[config.mk]
export PLATFORM = sky130hd
export DESIGN_NAME = ipv4_vlg_rx_demux
export DESIGN_NICKNAME = d
export VERILOG_FILES = /design/src/rtl/ipv4_vlg_rx_demux.sv
export SDC_FILE = /design/constraint.sdc
export NUM_CORES = 1
export LEC_CHECK = 0
export BUFFER_PORTS_ARGS = -buffer_cell sky130_fd_sc_hd__buf_2
export CAP_MARGIN = 15
export CELL_PAD_IN_SITES_DETAIL_PLACEMENT = 1
export CELL_PAD_IN_SITES_GLOBAL_PLACEMENT = 2
export CORE_MARGIN = 2
export CORE_UTILIZATION = 35
export CTS_BUF_LIST = sky130_fd_sc_hd__clkbuf_2
export DETAILED_ROUTE_END_ITERATION = 8
export PLACE_DENSITY = 0.79
export SKIP_LAST_GASP = 1
export SLEW_MARGIN = 20
export SYNTH_ARGS = -nofsm -noshare
export SYNTH_HDL_FRONTEND = slang
export SYNTH_SLANG_ARGS = --single-unit
[constraint.sdc]
create_clock -name clk -period 13.1 [get_ports clk]
set_clock_uncertainty 0.15 [all_clocks]
set_input_delay 0.655 -clock clk [delete_from_list [all_inputs] [get_ports clk]]
set_output_delay 0.655 -clock clk [all_outputs]
set_load 0.01 [all_outputs]
[src/rtl/ipv4_vlg_rx_demux.sv]
// IPv4 receive demux: steers each decoded payload packet to one protocol channel and
// checks its length and framing. Optional statistics: define IPV4_RX_DEMUX_STATS_EN.
module ipv4_vlg_rx_demux #(
  parameter int                N          = 3,
  parameter int                W          = 96,
  parameter logic [N*8-1:0]    PROTO_LIST = {8'd6, 8'd17, 8'd1},
  parameter int                CNT_W      = 16
) (
  input  logic                 clk,
  input  logic                 rst,
  input  logic [W-1:0]         in_meta,
  input  logic [7:0]           in_proto,
  input  logic [15:0]          in_len,
  input  logic [7:0]           in_dat,
  input  logic                 in_val,
  input  logic                 in_sof,
  input  logic                 in_eof,
  input  logic                 in_err,
  output logic [N*W-1:0]       out_meta,
  output logic [N*8-1:0]       out_dat,
  output logic [N-1:0]         out_val,
  output logic [N-1:0]         out_sof,
  output logic [N-1:0]         out_eof,
  output logic [N-1:0]         out_err,
  output logic [CNT_W-1:0]     drop_cnt,
  output logic                 busy
`ifdef IPV4_RX_DEMUX_STATS_EN
  ,
  output logic [N*CNT_W-1:0]   pkt_cnt,
  output logic [CNT_W-1:0]     err_cnt
`endif
);

  localparam int CW = (N > 1) ? $clog2(N) : 1;

  typedef enum logic [1:0] {IDLE, FWD, DROP} state_t;

  typedef struct packed {
    logic          val;
    logic          sof;
    logic          eof;
    logic          err;
    logic [CW-1:0] ch;
    logic [7:0]    dat;
    logic [W-1:0]  meta;
  } ev_t;

  state_t        state, state_n;
  logic [CW-1:0] ch_q, ch_n;
  logic [15:0]   len_q, len_n, cnt_q, cnt_n, cnt_inc;
  logic          nocount_q, nocount_n;
  ev_t           skid_q, skid_n, oev_q, oev_n, ev, st_ev;
  logic          skid_v, skid_v_n;
  logic [W-1:0]  meta_q [N];
  logic [CNT_W-1:0] drop_cnt_q;
  logic          busy_q, busy_n;
  logic          match, start, term, drop_inc, st_drop, st_nocount;
  logic [CW-1:0] mch;
  state_t        st_state;

  always_ff @(posedge clk) begin
    if (!rst) begin
      state      <= IDLE;
      ch_q       <= '0;
      len_q      <= '0;
      cnt_q      <= '0;
      nocount_q  <= 1'b0;
      skid_q     <= '0;
      skid_v     <= 1'b0;
      oev_q      <= '0;
      drop_cnt_q <= '0;
      busy_q     <= 1'b0;
      for (int i = 0; i < N; i++) meta_q[i] <= '0;
    end else begin
      state     <= state_n;
      ch_q      <= ch_n;
      len_q     <= len_n;
      cnt_q     <= cnt_n;
      nocount_q <= nocount_n;
      skid_q    <= skid_n;
      skid_v    <= skid_v_n;
      oev_q     <= oev_n;
      busy_q    <= busy_n;
      if (drop_inc && drop_cnt_q != '1) drop_cnt_q <= drop_cnt_q + 1'b1;
      for (int i = 0; i < N; i++)
        if (oev_n.val && oev_n.sof && oev_n.ch == CW'(i)) meta_q[i] <= oev_n.meta;
    end
  end

  always_comb begin
    match = 1'b0;
    mch   = '0;
    // descending scan so the lowest matching index is the one left standing
    for (int i = N - 1; i >= 0; i--) begin
      if (in_proto == PROTO_LIST[i*8 +: 8]) begin
        match = 1'b1;
        mch   = CW'(i);
      end
    end

    st_ev      = '0;
    st_state   = IDLE;
    st_nocount = 1'b0;
    st_drop    = 1'b0;
    if (match) begin
      st_ev.val  = 1'b1;
      st_ev.sof  = 1'b1;
      st_ev.ch   = mch;
      st_ev.dat  = in_dat;
      st_ev.meta = in_meta;
      if (in_eof) begin
        st_ev.eof = 1'b1;
        st_ev.err = in_err | (in_len != 16'd1);
      end else if (in_len <= 16'd1) begin
        st_ev.eof  = 1'b1;
        st_ev.err  = 1'b1;
        st_state   = DROP;
        st_nocount = 1'b1;
      end else begin
        st_state = FWD;
      end
    end else if (in_eof) begin
      st_drop = 1'b1;
    end else begin
      st_state = DROP;
    end

    state_n   = state;
    ch_n      = ch_q;
    len_n     = len_q;
    cnt_n     = cnt_q;
    nocount_n = nocount_q;
    cnt_inc   = cnt_q + 16'd1;
    ev        = '0;
    start     = 1'b0;
    term      = 1'b0;
    drop_inc  = 1'b0;

    if (in_val) begin
      case (state)
        IDLE: start = in_sof;
        FWD: begin
          if (in_sof) begin
            start = 1'b1;
            term  = 1'b1;
          end else begin
            ev.val = 1'b1;
            ev.ch  = ch_q;
            ev.dat = in_dat;
            cnt_n  = cnt_inc;
            if (in_eof) begin
              ev.eof  = 1'b1;
              ev.err  = in_err | (cnt_inc != len_q);
              state_n = IDLE;
            end else if (cnt_inc >= len_q) begin
              ev.eof    = 1'b1;
              ev.err    = 1'b1;
              state_n   = DROP;
              nocount_n = 1'b1;
            end
          end
        end
        DROP: begin
          if (in_sof) begin
            start = 1'b1;
          end else if (in_eof) begin
            drop_inc = ~nocount_q;
            state_n  = IDLE;
          end
        end
        default: state_n = IDLE;
      endcase
    end

    if (start) begin
      ev        = st_ev;
      state_n   = st_state;
      nocount_n = st_nocount;
      drop_inc  = st_drop;
      if (match) begin
        ch_n  = mch;
        len_n = in_len;
        cnt_n = 16'd1;
      end
    end

    // A premature sof needs an extra output slot for the terminator; the skid holds the
    // displaced byte and drains on the next idle input cycle.
    oev_n    = ev;
    skid_n   = '0;
    skid_v_n = 1'b0;
    if (skid_v) begin
      oev_n = skid_q;
      if (term) begin
        oev_n.eof = 1'b1;
        oev_n.err = 1'b1;
      end
      skid_n   = ev;
      skid_v_n = ev.val;
    end else if (term) begin
      oev_n     = '0;
      oev_n.eof = 1'b1;
      oev_n.err = 1'b1;
      oev_n.ch  = ch_q;
      skid_n    = ev;
      skid_v_n  = ev.val;
    end

    busy_n = (state_n != IDLE) | ((state != IDLE) & in_val);
  end

  always_comb begin
    for (int i = 0; i < N; i++) begin
      out_val[i]          = oev_q.val && oev_q.ch == CW'(i);
      out_sof[i]          = out_val[i] && oev_q.sof;
      out_eof[i]          = oev_q.eof && oev_q.ch == CW'(i);
      out_err[i]          = out_eof[i] && oev_q.err;
      out_dat[i*8 +: 8]   = out_val[i] ? oev_q.dat : 8'd0;
      out_meta[i*W +: W]  = meta_q[i];
    end
  end

  assign drop_cnt = drop_cnt_q;
  assign busy     = busy_q;

`ifdef IPV4_RX_DEMUX_STATS_EN
  logic [CNT_W-1:0] pkt_cnt_q [N];
  logic [CNT_W-1:0] err_cnt_q;

  always_ff @(posedge clk) begin
    if (!rst) begin
      err_cnt_q <= '0;
      for (int i = 0; i < N; i++) pkt_cnt_q[i] <= '0;
    end else if (oev_n.eof) begin
      if (oev_n.err) begin
        if (err_cnt_q != '1) err_cnt_q <= err_cnt_q + 1'b1;
      end else begin
        for (int i = 0; i < N; i++)
          if (oev_n.ch == CW'(i) && pkt_cnt_q[i] != '1) pkt_cnt_q[i] <= pkt_cnt_q[i] + 1'b1;
      end
    end
  end

  always_comb begin
    for (int i = 0; i < N; i++) pkt_cnt[i*CNT_W +: CNT_W] = pkt_cnt_q[i];
  end
  assign err_cnt = err_cnt_q;
`endif

endmodule

Yosys cells after proc, flatten, opt, wreduce, memory -nomap -nowiden
Memories as Yosys holds them, arrays and structs flattened.
Index checks and enable logic that the tools add are counted.
- bits of input ports: 134
- memories: 1
- memory bits (read-only): 0
- flip-flop bits (word level): 179
- logic and storage cells: 155
- output and inout bits: 341
- bits in latches: 0
- memory bits (writable): 288
- memories (memory ; depth ; bits a word ; read ports ; clocked after memory_dff ; write ports ; RTL line ; source):
    meta_q ; 3 ; 96 ; 3 ; 0 ; 3 ; 54 ; logic [W-1:0] meta_q [N];
- equal/unequal tests: 14
- bitwise logic cells: 8
- multiplexer cells: 79
- divide/modulo/power cells: 0
- shift operators: 0
- multiply operators: 0
- $add $sub $neg: 2
- reduce and logical (&&, ||, !) cells: 28
- magnitude comparators: 2
- operator list (cell ; number):
    110-bit 2-to-1 mux ; 6
    96-bit 2-to-1 mux ; 3
    16-bit 2-to-1 mux ; 5
    1-bit 2-to-1 mux ; 38
    2-bit 2-to-1 mux ; 19
    12-bit 2-to-1 mux ; 3
    16-bit by 1-bit adder with 16-bit output (second input constant) ; 2
    8-bit 2-to-1 mux ; 3
    1-bit logical AND ; 17
    16-bit greater-or-equal comparator ; 1
    16-bit by 1-bit <= comparator with 1-bit output (second input constant) ; 1
    16-bit by 1-bit inequality test with 1-bit output (second input constant) ; 1
    16-bit inequality test ; 1
    16-bit inequality test (second input constant) ; 1
    2-bit nonzero test ; 5
    8-bit by 1-bit == test with 1-bit output (second input constant) ; 1
    8-bit by 3-bit == test with 1-bit output (second input constant) ; 1
    8-bit by 5-bit == test with 1-bit output (second input constant) ; 1
    2-bit by 1-bit == test with 1-bit output (second input constant) ; 3
    2-bit == test (second input constant) ; 3
    2-bit logical NOT ; 3
    1-bit bitwise OR ; 6
    2-bit one-hot mux with 3 select lines ; 1
    5-bit AND reduction ; 1
    6 further kinds ; 7

Longest topological paths before layout
- depth in word-level cells: 16
- mapped depth: 12
- mapped depth without buffers: 12

Least setup slack after synthesis
No wires, ideal clock.
- path type: input to register
- start point: input in_proto[1]
- end point: memory meta_q[2][0], in the netlist meta_q[0][192], enable pin
- arrival: 8.626 ns
- stages on the path: 4
- data required time: 12.258 ns
- path slack: 3.632 ns
- buffers on the path: 0
- library setup time: 0.692 ns
- path through: nor3b_1 -> o2111ai_4 -> o2bb2a_4 -> o31ai_1
- RTL lines (element ; RTL line ; source):
    from (decl) ; 12 ; input logic [7:0] in_proto,
    to (decl) ; 54 ;

Worst setup path in the final report
- start point: register cnt_q[0]
- end point: register oev_q[106] (netlist bit)
- cells in the longest elaborated chain, start to end: 10
- elaborated cells between the ends (all ways): 12
- those cells by class: add/sub (1); order compare (1); eq/ne (1); mux (8); bitwise (1)
- ends and longest elaborated chain (element ; RTL line ; source):
    from (decl) ; 50 ; logic [15:0] len_q, len_n, cnt_q, cnt_n, cnt_inc;
    from (signal assigned) ; 78 ; cnt_q <= cnt_n;
    16-bit by 1-bit adder with 16-bit output * ; 133 ; cnt_inc = cnt_q + 16'd1;
    16-bit greater-or-equal comparator / 16-bit inequality test (equally long branches) ; 155, 153 ;
    2-bit 2-to-1 mux / 1-bit bitwise OR (equally long branches) ; 155, 153 ;
    2-bit 2-to-1 mux * ; 151 ; if (in_eof) begin
    12-bit 2-to-1 mux * ; 143 ; if (in_sof) begin
    12-bit 2-to-1 mux * ; 140 ; case (state)
    12-bit 2-to-1 mux * ; 139 ; if (in_val) begin
    110-bit 2-to-1 mux * ; 175 ; if (start) begin
    110-bit 2-to-1 mux * ; 200 ; end else if (term) begin
    110-bit 2-to-1 mux * ; 192 ; if (skid_v) begin
    to (signal assigned) ; 82 ; oev_q <= oev_n;
    to (decl) ; 52 ; ev_t skid_q, skid_n, oev_q, oev_n, ev, st_ev;
Every way passes the cells marked *; elsewhere a longest branch is shown, timed or not.
A chain may end at the register's enable or synchronous reset.

==> reports/qor.csv <==
metric,value,unit
outcome,finished clean,
grt_setup_unrepaired,false,
grt_max_degree,80,
grt_pass1_vias,13500,
cp-end-kind,flip-flop,
r2r_start,cnt_q[0],
swShare,26.5,%
h-tree-depth,3,
cp_max_fo,5,
drt-total-wl,56700,µm
power_frac_comb,5.3,%
final_util,47.0,%
slew_viol_final,0,
finalSetupTns,0,ns
power.total,2.71,mW
drcViolationCount,0,
cts_tree,yes,
port_buffers,474,
synth-async-reset-ratio,0,%
post-dp-hpwl,37200,µm
synth_flop_cell,edfxtp_1,
clkTransAtPathRegs,0.14,ns
clkSinkCount,466,
grt_use_met1,26.6,%
cts_setup_buffers,0,
clkLatencyLatePin,1.14,ns
ys_warn_count,0,
r2r_cells,13,
setup-violations-final,0,
synth_nets,1400,
timing.rr.end,oev_q[106],
intPower,1.99,mW
required,13.92,ns
slew_headroom,31.4,%
area_growth_syn_to_layout,33.1,%
globalRoute.totalOverflow,0,
fmax,0.214,GHz
gp_congestion,0.879,
cts_root_buf,clkbuf_2,
use_met3,6.52,%
via_per_inst,4.94,
fp.coreArea,47600,µm²
stdcell_area,22400,µm²
wire_per_inst,21.4,µm
hp-class,in -> reg,
p_per_area,121,nW/µm²
busiest_layer,met2,
synth_edf_count,288,
clk_path_buf_depth,3,
numCtsBuffers,117,
vdd_drop_max,47.6,µV
antenna_found_initial,7,
ys_seq_elements,466,
synthDistinctLibCells,57,
hold_depth,3,
period_share,35.6,%
critPathLaunchType,flip-flop,
pwr-share-clk,36.1,%
initial_core_util,35.3,%
dr.pass1.iters,5,
preCtsSetupSlack,8.29,ns
r2r_setup_slack,8.43,ns
critPathArrivalTime,5.48,ns
maxCapViolations,0,
grtUsageMet2,36.8,%
worstMarginPinSlew,1.03,ns
netSwitchingPower,0.718,mW
syn_area_per_cell,13.5,µm²
fin_ws,8.43,ns
drt-initial-drc-count,698,
seq_power_share,58.6,%
vias,13100,
path_class,reg -> reg,
ant_nets,0,
die_y,223,µm
seq_area_frac_synth,72.6,%
drive_above_1_share,33.8,%
netlist_area,16800,µm²
hold_path_end,skid_q[80],
synth_cells,1248,
grt_usage,22.1,%
hold_viol,0,
worstHoldStart,in_meta[80],
min_period,4.67,ns
finalNetCount,2083,
power.leakage,9.41,nW
die_x,223,µm
place_area,19800,µm²
grt_pass1_wl,83000,µm
io_pins,475,
rows,80,
die-area,49800,µm²
[through the flow]
step / cells / hold slack (ns)
final: 2654 / 0.111
after global routing: 2652 / -0.0112
after CTS: 2645 / 0.0000924
after detailed placement: 2282 / 0.296
after global placement: 2282 / 0.285
after floorplan: 1248 / 0.281
[state kept, by name, indices dropped and copies added, names as in the netlist]
name	count
state	2
meta_q	288
cnt_q	16
len_q	16
oev_q	14
skid_q	110
nocount_q	1
busy	1
drop_cnt	16
ch_q	2
[power groups by stage]
| stage | Sequential, mW | Clock [mW] | Combinational [mW] |
|---|---|---|---|
| 6_report | 1.58 | 0.977 | 0.144 |
| 3_5_place_dp | 1.62 | 0 | 0.106 |
| 5_1_grt | 1.59 | 1.09 | 0.153 |
| 4_1_cts | 1.58 | 0.999 | 0.141 |
| 2_1_floorplan | 1.64 | 0 | 0.0223 |
| 3_3_place_gp | 1.62 | 0 | 0.105 |
[worst max-delay path: stages (launching register included)]
cell and delay, ns:
dfxtp_1 0.40, ha_1 0.23, nand3_1 0.19, nor3_1 0.63
nand3_1 0.23, or2_2 0.35, xnor2_1 0.13, ha_1 0.29
nand4_1 0.11, nor3_1 0.12, a211o_1 0.35, o31ai_1 0.60
a31oi_1 0.16, dlygate4sd3_1 0.60
[routing by layer]
metal	part of all wire, %	wire [µm]
met1	40	22700
met3	7.5	4240
met4	3.6	2060
met2	49	27700
met5	0.060	34
[cells in the final DEF (no fill, tap or decap), drive strengths merged, types with 15 or more instances in the layout]
master       instances
buf                487
edfxtp             288
dfxtp              178
clkbuf             165
dlygate4sd3        143
nor2               138
and2               136
a22oi               96
nand2               72
clkinv              50
a21oi               49
inv                 25
xnor2               21
ha                  18
o21ai               15
[worst max-delay path by stage]
stage,from,endpoint
3_5_place_dp,in_proto[3],meta_q[0][29]
3_3_place_gp,in_proto[3],meta_q[0][30]
6_report,cnt_q[0],oev_q[106]
4_1_cts,cnt_q[0],oev_q[106]
5_1_grt,cnt_q[0],oev_q[106]
2_1_floorplan,in_proto[1],meta_q[0][192]
[cells in the mapped netlist (all sizes together) (9+ instances only)]
| master | instances | share of area [%] |
|---|---|---|
| a21oi | 49 | 1.5 |
| a22oi | 96 | 4.3 |
| and2 | 136 | 5.1 |
| buf | 14 | 0.59 |
| clkbuf | 52 | 1.2 |
| dfxtp | 178 | 21 |
| edfxtp | 288 | 51 |
| ha | 18 | 1.3 |
| inv | 21 | 0.47 |
| nand2 | 72 | 1.6 |
| nand3 | 12 | 0.36 |
| nand4 | 14 | 0.52 |
| nor2 | 138 | 3.1 |
| nor3 | 12 | 0.36 |
| nor4 | 10 | 0.46 |
| o21ai | 15 | 0.45 |
| o31ai | 9 | 0.40 |
| xnor2 | 21 | 1.1 |
| xor2 | 12 | 0.62 |
[timing repair]
action / in CTS / in global routing
hold buffers: 143 / 0
hold endpoints to repair: 461 / 0
gates resized for setup: 0 / 0
[cells by family after synthesis]
family	synth area share, %
AOI/OAI and AO/OA	7.96
xor gates and xnor gates	1.72
adders and majority gates	1.34
buffers and inverters	2.22
DFF	72.6
muxes	0.550
and+or+nand+nor	13.7
[final cells by class]
class	instances	area, µm²
Clock inverter	55	238
Multi-Input combinational cell	695	4310
Antenna cell	7	17.5
Fill cell	5211	25200
Sequential cell	466	12200
Clock buffer	165	826
Timing Repair Buffer	630	3940
Tap cell	615	769
Inverter	21	78.8
Note: power is estimated with default switching activity, not from simulation.
